===== src/rtl/pearson_msg_feeder.sv =====
// Message feeder for the Pearson hash core. A small FIFO buffers producer bytes.
// An FSM replays them one byte per cycle with first/last markers and leaves one
// idle cycle between messages. It also reports message length and flags
// over-length messages.
module pearson_msg_feeder #(
    parameter int unsigned DEPTH   = 16,
    parameter int unsigned MAX_LEN = 255
) (
    input  logic       clk_i,
    input  logic       reset_i,
    input  logic [7:0] byte_i,
    input  logic       byte_valid_i,
    input  logic       byte_last_i,
    output logic       byte_ready_o,
    input  logic       hash_busy_i,
    output logic [7:0] hash_byte_o,
    output logic       hash_valid_o,
    output logic       hash_first_o,
    output logic       hash_last_o,
    output logic [7:0] len_o,
    output logic       len_valid_o,
    output logic       err_o
);

    localparam int unsigned PtrW = $clog2(DEPTH);
    localparam logic [PtrW:0] DepthCnt = (PtrW + 1)'(DEPTH);
    localparam logic [8:0] MaxLen = 9'(MAX_LEN);

    typedef enum logic [1:0] {StIdle, StStream, StGap} state_e;

    state_e          state_q, state_d;
    logic [8:0]      mem_q [DEPTH];
    logic [PtrW-1:0] wr_ptr_q, rd_ptr_q;
    logic [PtrW:0]   count_q;
    logic [7:0]      len_cnt_q;
    logic [7:0]      hash_byte_q, len_q;
    logic            hash_valid_q, hash_first_q, hash_last_q, len_valid_q, err_q;

    logic       full, empty, push, pop, issue_first;
    logic [7:0] rd_byte;
    logic       rd_last;
    logic [8:0] len_next;
    logic [7:0] len_sat;

    assign full         = (count_q == DepthCnt);
    assign empty        = (count_q == '0);
    assign byte_ready_o = !full;
    assign push         = byte_valid_i && byte_ready_o;
    assign rd_byte      = mem_q[rd_ptr_q][7:0];
    assign rd_last      = mem_q[rd_ptr_q][8];

    // Unsaturated next length (9 bits) so a 256th byte is still detectable.
    assign len_next = issue_first ? 9'd1 : {1'b0, len_cnt_q} + 9'd1;
    assign len_sat  = len_next[8] ? 8'hFF : len_next[7:0];

    // FIFO storage; contents are don't-care after reset since pointers clear.
    always_ff @(posedge clk_i) begin
        if (push) begin
            mem_q[wr_ptr_q] <= {byte_last_i, byte_i};
        end
    end

    // FIFO pointers and occupancy.
    always_ff @(posedge clk_i or posedge reset_i) begin
        if (reset_i) begin
            wr_ptr_q <= '0;
            rd_ptr_q <= '0;
            count_q  <= '0;
        end else begin
            if (push) wr_ptr_q <= wr_ptr_q + 1'b1;
            if (pop)  rd_ptr_q <= rd_ptr_q + 1'b1;
            unique case ({push, pop})
                2'b10:   count_q <= count_q + 1'b1;
                2'b01:   count_q <= count_q - 1'b1;
                default: count_q <= count_q;
            endcase
        end
    end

    // FSM state register.
    always_ff @(posedge clk_i or posedge reset_i) begin
        if (reset_i) begin
            state_q <= StIdle;
        end else begin
            state_q <= state_d;
        end
    end

    // Next-state and pop decision; pop looks only at registered occupancy.
    always_comb begin
        state_d     = state_q;
        pop         = 1'b0;
        issue_first = 1'b0;
        unique case (state_q)
            StIdle: begin
                if (!empty && !hash_busy_i) begin
                    pop         = 1'b1;
                    issue_first = 1'b1;
                    state_d     = rd_last ? StGap : StStream;
                end
            end
            StStream: begin
                if (!empty && !hash_busy_i) begin
                    pop = 1'b1;
                    if (rd_last) state_d = StGap;
                end
            end
            StGap:   state_d = StIdle;
            default: state_d = StIdle;
        endcase
    end

    // Registered hash-core outputs, length counter and sticky error.
    always_ff @(posedge clk_i or posedge reset_i) begin
        if (reset_i) begin
            hash_byte_q  <= 8'h00;
            hash_valid_q <= 1'b0;
            hash_first_q <= 1'b0;
            hash_last_q  <= 1'b0;
            len_cnt_q    <= 8'h00;
            len_q        <= 8'h00;
            len_valid_q  <= 1'b0;
            err_q        <= 1'b0;
        end else begin
            hash_valid_q <= pop;
            hash_first_q <= pop && issue_first;
            hash_last_q  <= pop && rd_last;
            len_valid_q  <= pop && rd_last;
            if (pop) begin
                hash_byte_q <= rd_byte;
                len_cnt_q   <= len_sat;
                if (rd_last)            len_q <= len_sat;
                if (len_next > MaxLen)  err_q <= 1'b1;
            end
        end
    end

    assign hash_byte_o  = hash_byte_q;
    assign hash_valid_o = hash_valid_q;
    assign hash_first_o = hash_first_q;
    assign hash_last_o  = hash_last_q;
    assign len_o        = len_q;
    assign len_valid_o  = len_valid_q;
    assign err_o        = err_q;

endmodule


===== config.mk =====
export PLATFORM = sky130hd
export DESIGN_NAME = pearson_msg_feeder
export DESIGN_NICKNAME = d
export VERILOG_FILES = /design/src/rtl/pearson_msg_feeder.sv
export SDC_FILE = /design/constraint.sdc
export NUM_CORES = 1
export LEC_CHECK = 0
export ABC_AREA = 1
export CELL_PAD_IN_SITES_DETAIL_PLACEMENT = 0
export CELL_PAD_IN_SITES_GLOBAL_PLACEMENT = 1
export CORE_MARGIN = 4
export CORE_UTILIZATION = 44
export CTS_CLUSTER_SIZE = 20
export DETAILED_ROUTE_END_ITERATION = 6
export GPL_ROUTABILITY_DRIVEN = 1
export PLACE_DENSITY = 0.83
export SETUP_SLACK_MARGIN = 0.1
export SYNTH_ARGS = -nofsm -noshare
export SYNTH_HDL_FRONTEND = slang
export SYNTH_SLANG_ARGS = --single-unit
export TNS_END_PERCENT = 5

===== constraint.sdc =====
create_clock -name clk_i -period 2.3 [get_ports clk_i]
set_input_delay 0.69 -clock clk_i [delete_from_list [all_inputs] [get_ports clk_i]]
set_output_delay 0.69 -clock clk_i [all_outputs]
set_load 0.03 [all_outputs]

* After elaboration in Yosys (flattened, before gate mapping)
Memories as Yosys holds them, arrays and structs flattened.
Index checks and enable logic that the tools add are counted.
** Word-level totals
- Bits in writable memories :: 144
- Bits of input ports :: 13
- Logic and storage cells :: 52
- Output and inout port bits :: 22
- Register bits after elaboration :: 43
- Memories :: 1
** Cells by class
- Eq/ne operators :: 7
- Multiplexer cells :: 13
- $lt $le $gt $ge :: 1
- $add $sub $neg :: 5
- Reductions and logical operators :: 14
** Memories
- mem_q :: depth 16, bits a word 9, read ports 1, clocked after memory_dff 0, write ports 1, RTL line 32 : logic [8:0] mem_q [DEPTH];
** Operators by type and width (count)
- 5-bit case mux with 2 select lines :: 1
- 8-bit by 1-bit adder with 9-bit output (second input constant) :: 1
- 9-bit by 8-bit > comparator with 1-bit output (second input constant) :: 1
- 9-bit 2-to-1 mux :: 1
- 4-bit by 1-bit adder with 4-bit output (second input constant) :: 2
- 2-bit 2-to-1 mux :: 4
- 8-bit 2-to-1 mux :: 1
- 2-bit != test (second input constant) :: 3
- 5-bit by 1-bit adder with 5-bit output (second input constant) :: 1
- 5-bit == test (second input constant) :: 1
- 5-bit zero test :: 1
- 1-bit 2-to-1 mux :: 5
- 5-bit by 1-bit subtractor with 5-bit output (second input constant) :: 1
- 2-bit by 1-bit == test with 1-bit output (second input constant) :: 2
- 1-bit logical AND :: 4
- 2-bit case mux with 2 select lines :: 1
- 2-bit AND reduction :: 2
- 1-bit zero test :: 3
- 3-bit AND reduction :: 1
- 2-bit == test (second input constant) :: 1
- 2-bit zero test :: 1
- 2-bit nonzero test :: 1
- 2-bit OR reduction :: 1

* Logic depth before layout (Yosys ltp)
- Depth in word-level cells :: 8
- Gate-level depth with buffers :: 16

* Least setup slack after synthesis
OpenSTA, ideal clock, no wires.
- Path type :: input -> register
- From :: in hash_busy_i
- To :: reg count_q[4]
- Buffers on the path :: 2
- Arrival :: 2.371 ns
- Stages on the path :: 15
- Setup slack :: -0.198 ns
- Library setup time :: 0.127 ns
- Cell sequence :: inv_1 nand2_1 nor2_2 buf_4 buf_6 ha_1 inv_1 fa_1 inv_1 nand2_1 nand2_1 a21oi_1 xor2_1 nand2_1 o21ai_0
** On the way
- Cells in the longest elaborated chain, start to end :: 6
- Elaborated cells between the ends (all ways) :: 8
** Ends and longest elaborated chain
- start: declaration :: RTL line 15 : input logic hash_busy_i,
- 1-bit zero test * :: RTL line 96, 103
- 1-bit logical AND * :: RTL line 96, 103
- 1-bit 2-to-1 mux * :: RTL line 96, 103
- 1-bit 2-to-1 mux *
- via pop :: RTL line 39 : logic full, empty, push, pop, issue_first;
- 2-bit by 1-bit == test with 1-bit output / 2-bit == test (equally long branches) :: RTL line 72 : unique case ({push, pop})
- 5-bit case mux with 2 select lines / 2-bit nonzero test (equally long branches)
- end signal: assignment :: RTL line 73 : 2'b10: count_q <= count_q + 1'b1;
- end signal: assignment :: RTL line 74 : 2'b01: count_q <= count_q - 1'b1;
- end signal: assignment :: RTL line 75 : default: count_q <= count_q;
- end: declaration :: RTL line 34 : logic [PtrW:0] count_q;
Mark *: on every way through the listed nets, which the timed path passes. The rest lies on a longest branch.
A chain may end at the register's enable or synchronous reset.

* Worst setup path after layout
- From :: reg len_q[5], in the netlist len_o[5]
- To :: out len_o[5]
** RTL lines
- start: declaration :: RTL line 36 : logic [7:0] hash_byte_q, len_q;
- start signal: assignment :: RTL line 132 : if (rd_last) len_q <= len_sat;
- end: declaration :: RTL line 20 : output logic [7:0] len_o,
No word-level cell between the ends.

==> results.yml <==
yosys:
  yosys.area_share.xor_xnor: 0.0122
  synth_top_cells_by_area: "edfxtp_1, dfrtp_1, nor2_1"
  synth_top_area_share: 0.548
  yosys_warnings: 0
  yosys.area_share.simple: 0.182
  avgSynthCellArea_um2: 10.9
  syn_inst: 727
  yosysUniqueCellTypes: 26
  synth_fa_ha_area_frac: 0.0184
  ys_ff_latch: 187
  netlist_area_um2: 7890
  seq_area_frac_synth: 0.684
  synth_top_area_cell: "edfxtp_1"
  synthMuxAreaShare: 0
  synth_compound_area_frac: 0.0572
  synth_fp_nets: 751
  synth_top_family_by_area: "simple AND/OR/NAND/NOR gates"
cts:
  cts_tree: "yes"
  path_clk_slew_ps: 70
  htreeDepth: 4
  numCtsBuffers: 17
  clock_path_buffers: 2
  clk_latency_ps: 440
  clock-sinks: 187
  root_buffer: "clkbuf_16"
  ctsHoldBuffers: 0
global_route:
  antenna_found_initial: 0
  grt_max_degree: 53
  grt_usage: 0.182
  grt_pass1_wl_mm: 28.2
  overflow: 0
  grt_pass1_vias: 5374
power:
  vdd_ir_drop_max_uv: 576
  power.density_nw_per_um2: 1290
  totalPowerFinal_mw: 12.0
  power.leakage_nw: 3.72
critical_path:
  r2r_end: "count_q[4]"
  crit_family: "buffers and inverters"
  cp-startpoint: "len_o[5]"
  slowest_delay_ps: 690
  reg2reg_slack_ps: 200
  cp-end-kind: "primary output"
  crit_arrival_ps: 1490
  path_max_fanout: 2
  cp_data_required_time_ps: 1610
  rr_startpoint: "count_q[2]"
  slowest_stage: "clkdlybuf4s50_1"
  cp-start-kind: "flip-flop"
  cp_cell_sequence: "clkdlybuf4s50_1"
  worstSetupEndpoint: "len_o[5]"
  reg2reg_depth: 14
  critical_path_depth: 1
  crit_type: "reg -> out"
  crit_buf_inv: 1
route:
  initialDrtViolationCount: 586
  drc: 0
  vias_per_cell: 5.23
  antenna_left: 0
  route.met2.wl_mm: 8.66
  met3WireLength_um: 900
  wl_mm: 17.4
  dr_total_vias: 5365
  wl_met1_mm: 7.41
  top_layer: "met4"
  post_drt_wl_per_cell_um: 16.9
  firstDrtPassIters: 5
timing:
  period_needed_ps: 2180
  worstMarginPinSlew_ps: 660
  timing.slew.headroom: 0.558
  max_freq_mhz: 459
  slew_violations: 0
  finalHoldViolations: 0
  rsz0062_at_grt: "true"
  hold_ws_ps: 476
  finalClockSkew_ps: 9.22
  period_share: 0.947
  fin_ws_ps: 122
  final-setup-viol-count: 0
outcome:
  status: "complete, no violations"
final_layout:
  fin_cells: 1026
  final_common_cell: "nor2_1"
  num_antenna_cells: 0
  final_layout_size_suffix_gt1_frac: 0.112
  nFillCells: 1473
  syn_to_final_growth_pct: 18.4
  nNetsFinal: 812
  final_cell_mix: "nor2_1, edfxtp_1, nand2_1, nand3_1, o21ai_0"
  utilization: 0.537
floorplan:
  design.core.area_um2: 17400
  die_x_um: 142
  pin_count: 35
  fp-row-count: 48
  die_y_um: 142
  dieArea_um2: 20100
  start_util: 0.453
place:
  port_buffers: 34
  dp.cells: 989
  hpwl_mm: 10.9
  gp_congestion: 0.848
  pre_cts_ws_ps: -464
min_path:
  hp-class: "reg -> reg"
run:
  maxCapViolations: 0
registers in the layout, summed over array words and instances (netlist names):
register      cells
rd_ptr_q          4
count_q           5
wr_ptr_q          4
state_q           2
mem_q           144
hash_byte_o       8
hash_first_o      1
err_o             1
len_valid_o       1
hash_valid_o      1
len_o             8
len_cnt_q         8
metrics by stage:
stage | setup TNS, ps | instance area, um2
CTS | 0 | 9280
global placement | -2110 | 8680
global route | 0 | 9350
detailed placement | -3990 | 8680
floorplan | 0 | 7940
finish | 0 | 9350
logic make-up (layout without fill, tap and decap cells):
group	count (synthesis)	in the layout
simple gates	350	350
compound gates	88	88
flops	187	187
buf+inv	80	154
fa+ha+maj	11	11
xor+xnor	11	11
cells in the mapped netlist:
master,n
nor2_2,1
o21bai_1,3
inv_1,44
buf_2,8
dfrtp_1,43
nand2_1,115
nand4_1,4
nand3_1,76
buf_4,10
inv_2,3
nand2_4,2
a21oi_1,3
clkbuf_1,8
o21ai_1,14
nor2_1,151
fa_1,1
o22a_1,1
nor3_1,1
o21ai_0,67
edfxtp_1,144
buf_1,3
xnor2_1,2
ha_1,10
xor2_1,9
clkinv_1,2
buf_6,2
report_power, final:
group / internal, mW / switching, mW / total (mW)
combinational: 1.57 / 2.95 / 4.52
clock: 1.64 / 1.34 / 2.99
sequential: 4.23 / 0.289 / 4.51
total: 7.44 / 4.58 / 12.0
per-layer routing:
metal / GRT usage / up-vias
met5: 0 / -
met4: 0.0682 / 0
met3: 0.0363 / 25
met2: 0.301 / 159
met1: 0.238 / 2606
li1: - / 2575
cell type report:
class                      count  area (um2)  area share
timing repair buffer          73         671      0.0718
sequential                   187        5400       0.578
inverter                      49         196      0.0210
clock inverter                15         184      0.0197
multi-input combinational    460        2180       0.234
clock buffer                  17         425      0.0455
tap                          225         282      0.0301
timing repair:
item	4_1_cts	5_1_grt
hold endpoints to repair	0	0
pin swaps	0	4
setup buffers	0	5
resized for setup	2	7
endpoints found under the setup margin	4	16
how the worst min path moves through the flow:
| stage | cells past startpoint | end | from |
|---|---|---|---|
| 6_report | 2 | len_o[0] | len_o[0] |
| 3_5_place_dp | 1 | err_o | err_o |
| 2_1_floorplan | 1 | count_q[0] | count_q[0] |
| 5_1_grt | 2 | len_o[3] | len_o[3] |
| 3_3_place_gp | 2 | len_o[6] | len_o[6] |
| 4_1_cts | 2 | len_o[3] | len_o[3] |
(Power assumes the default switching activity.)
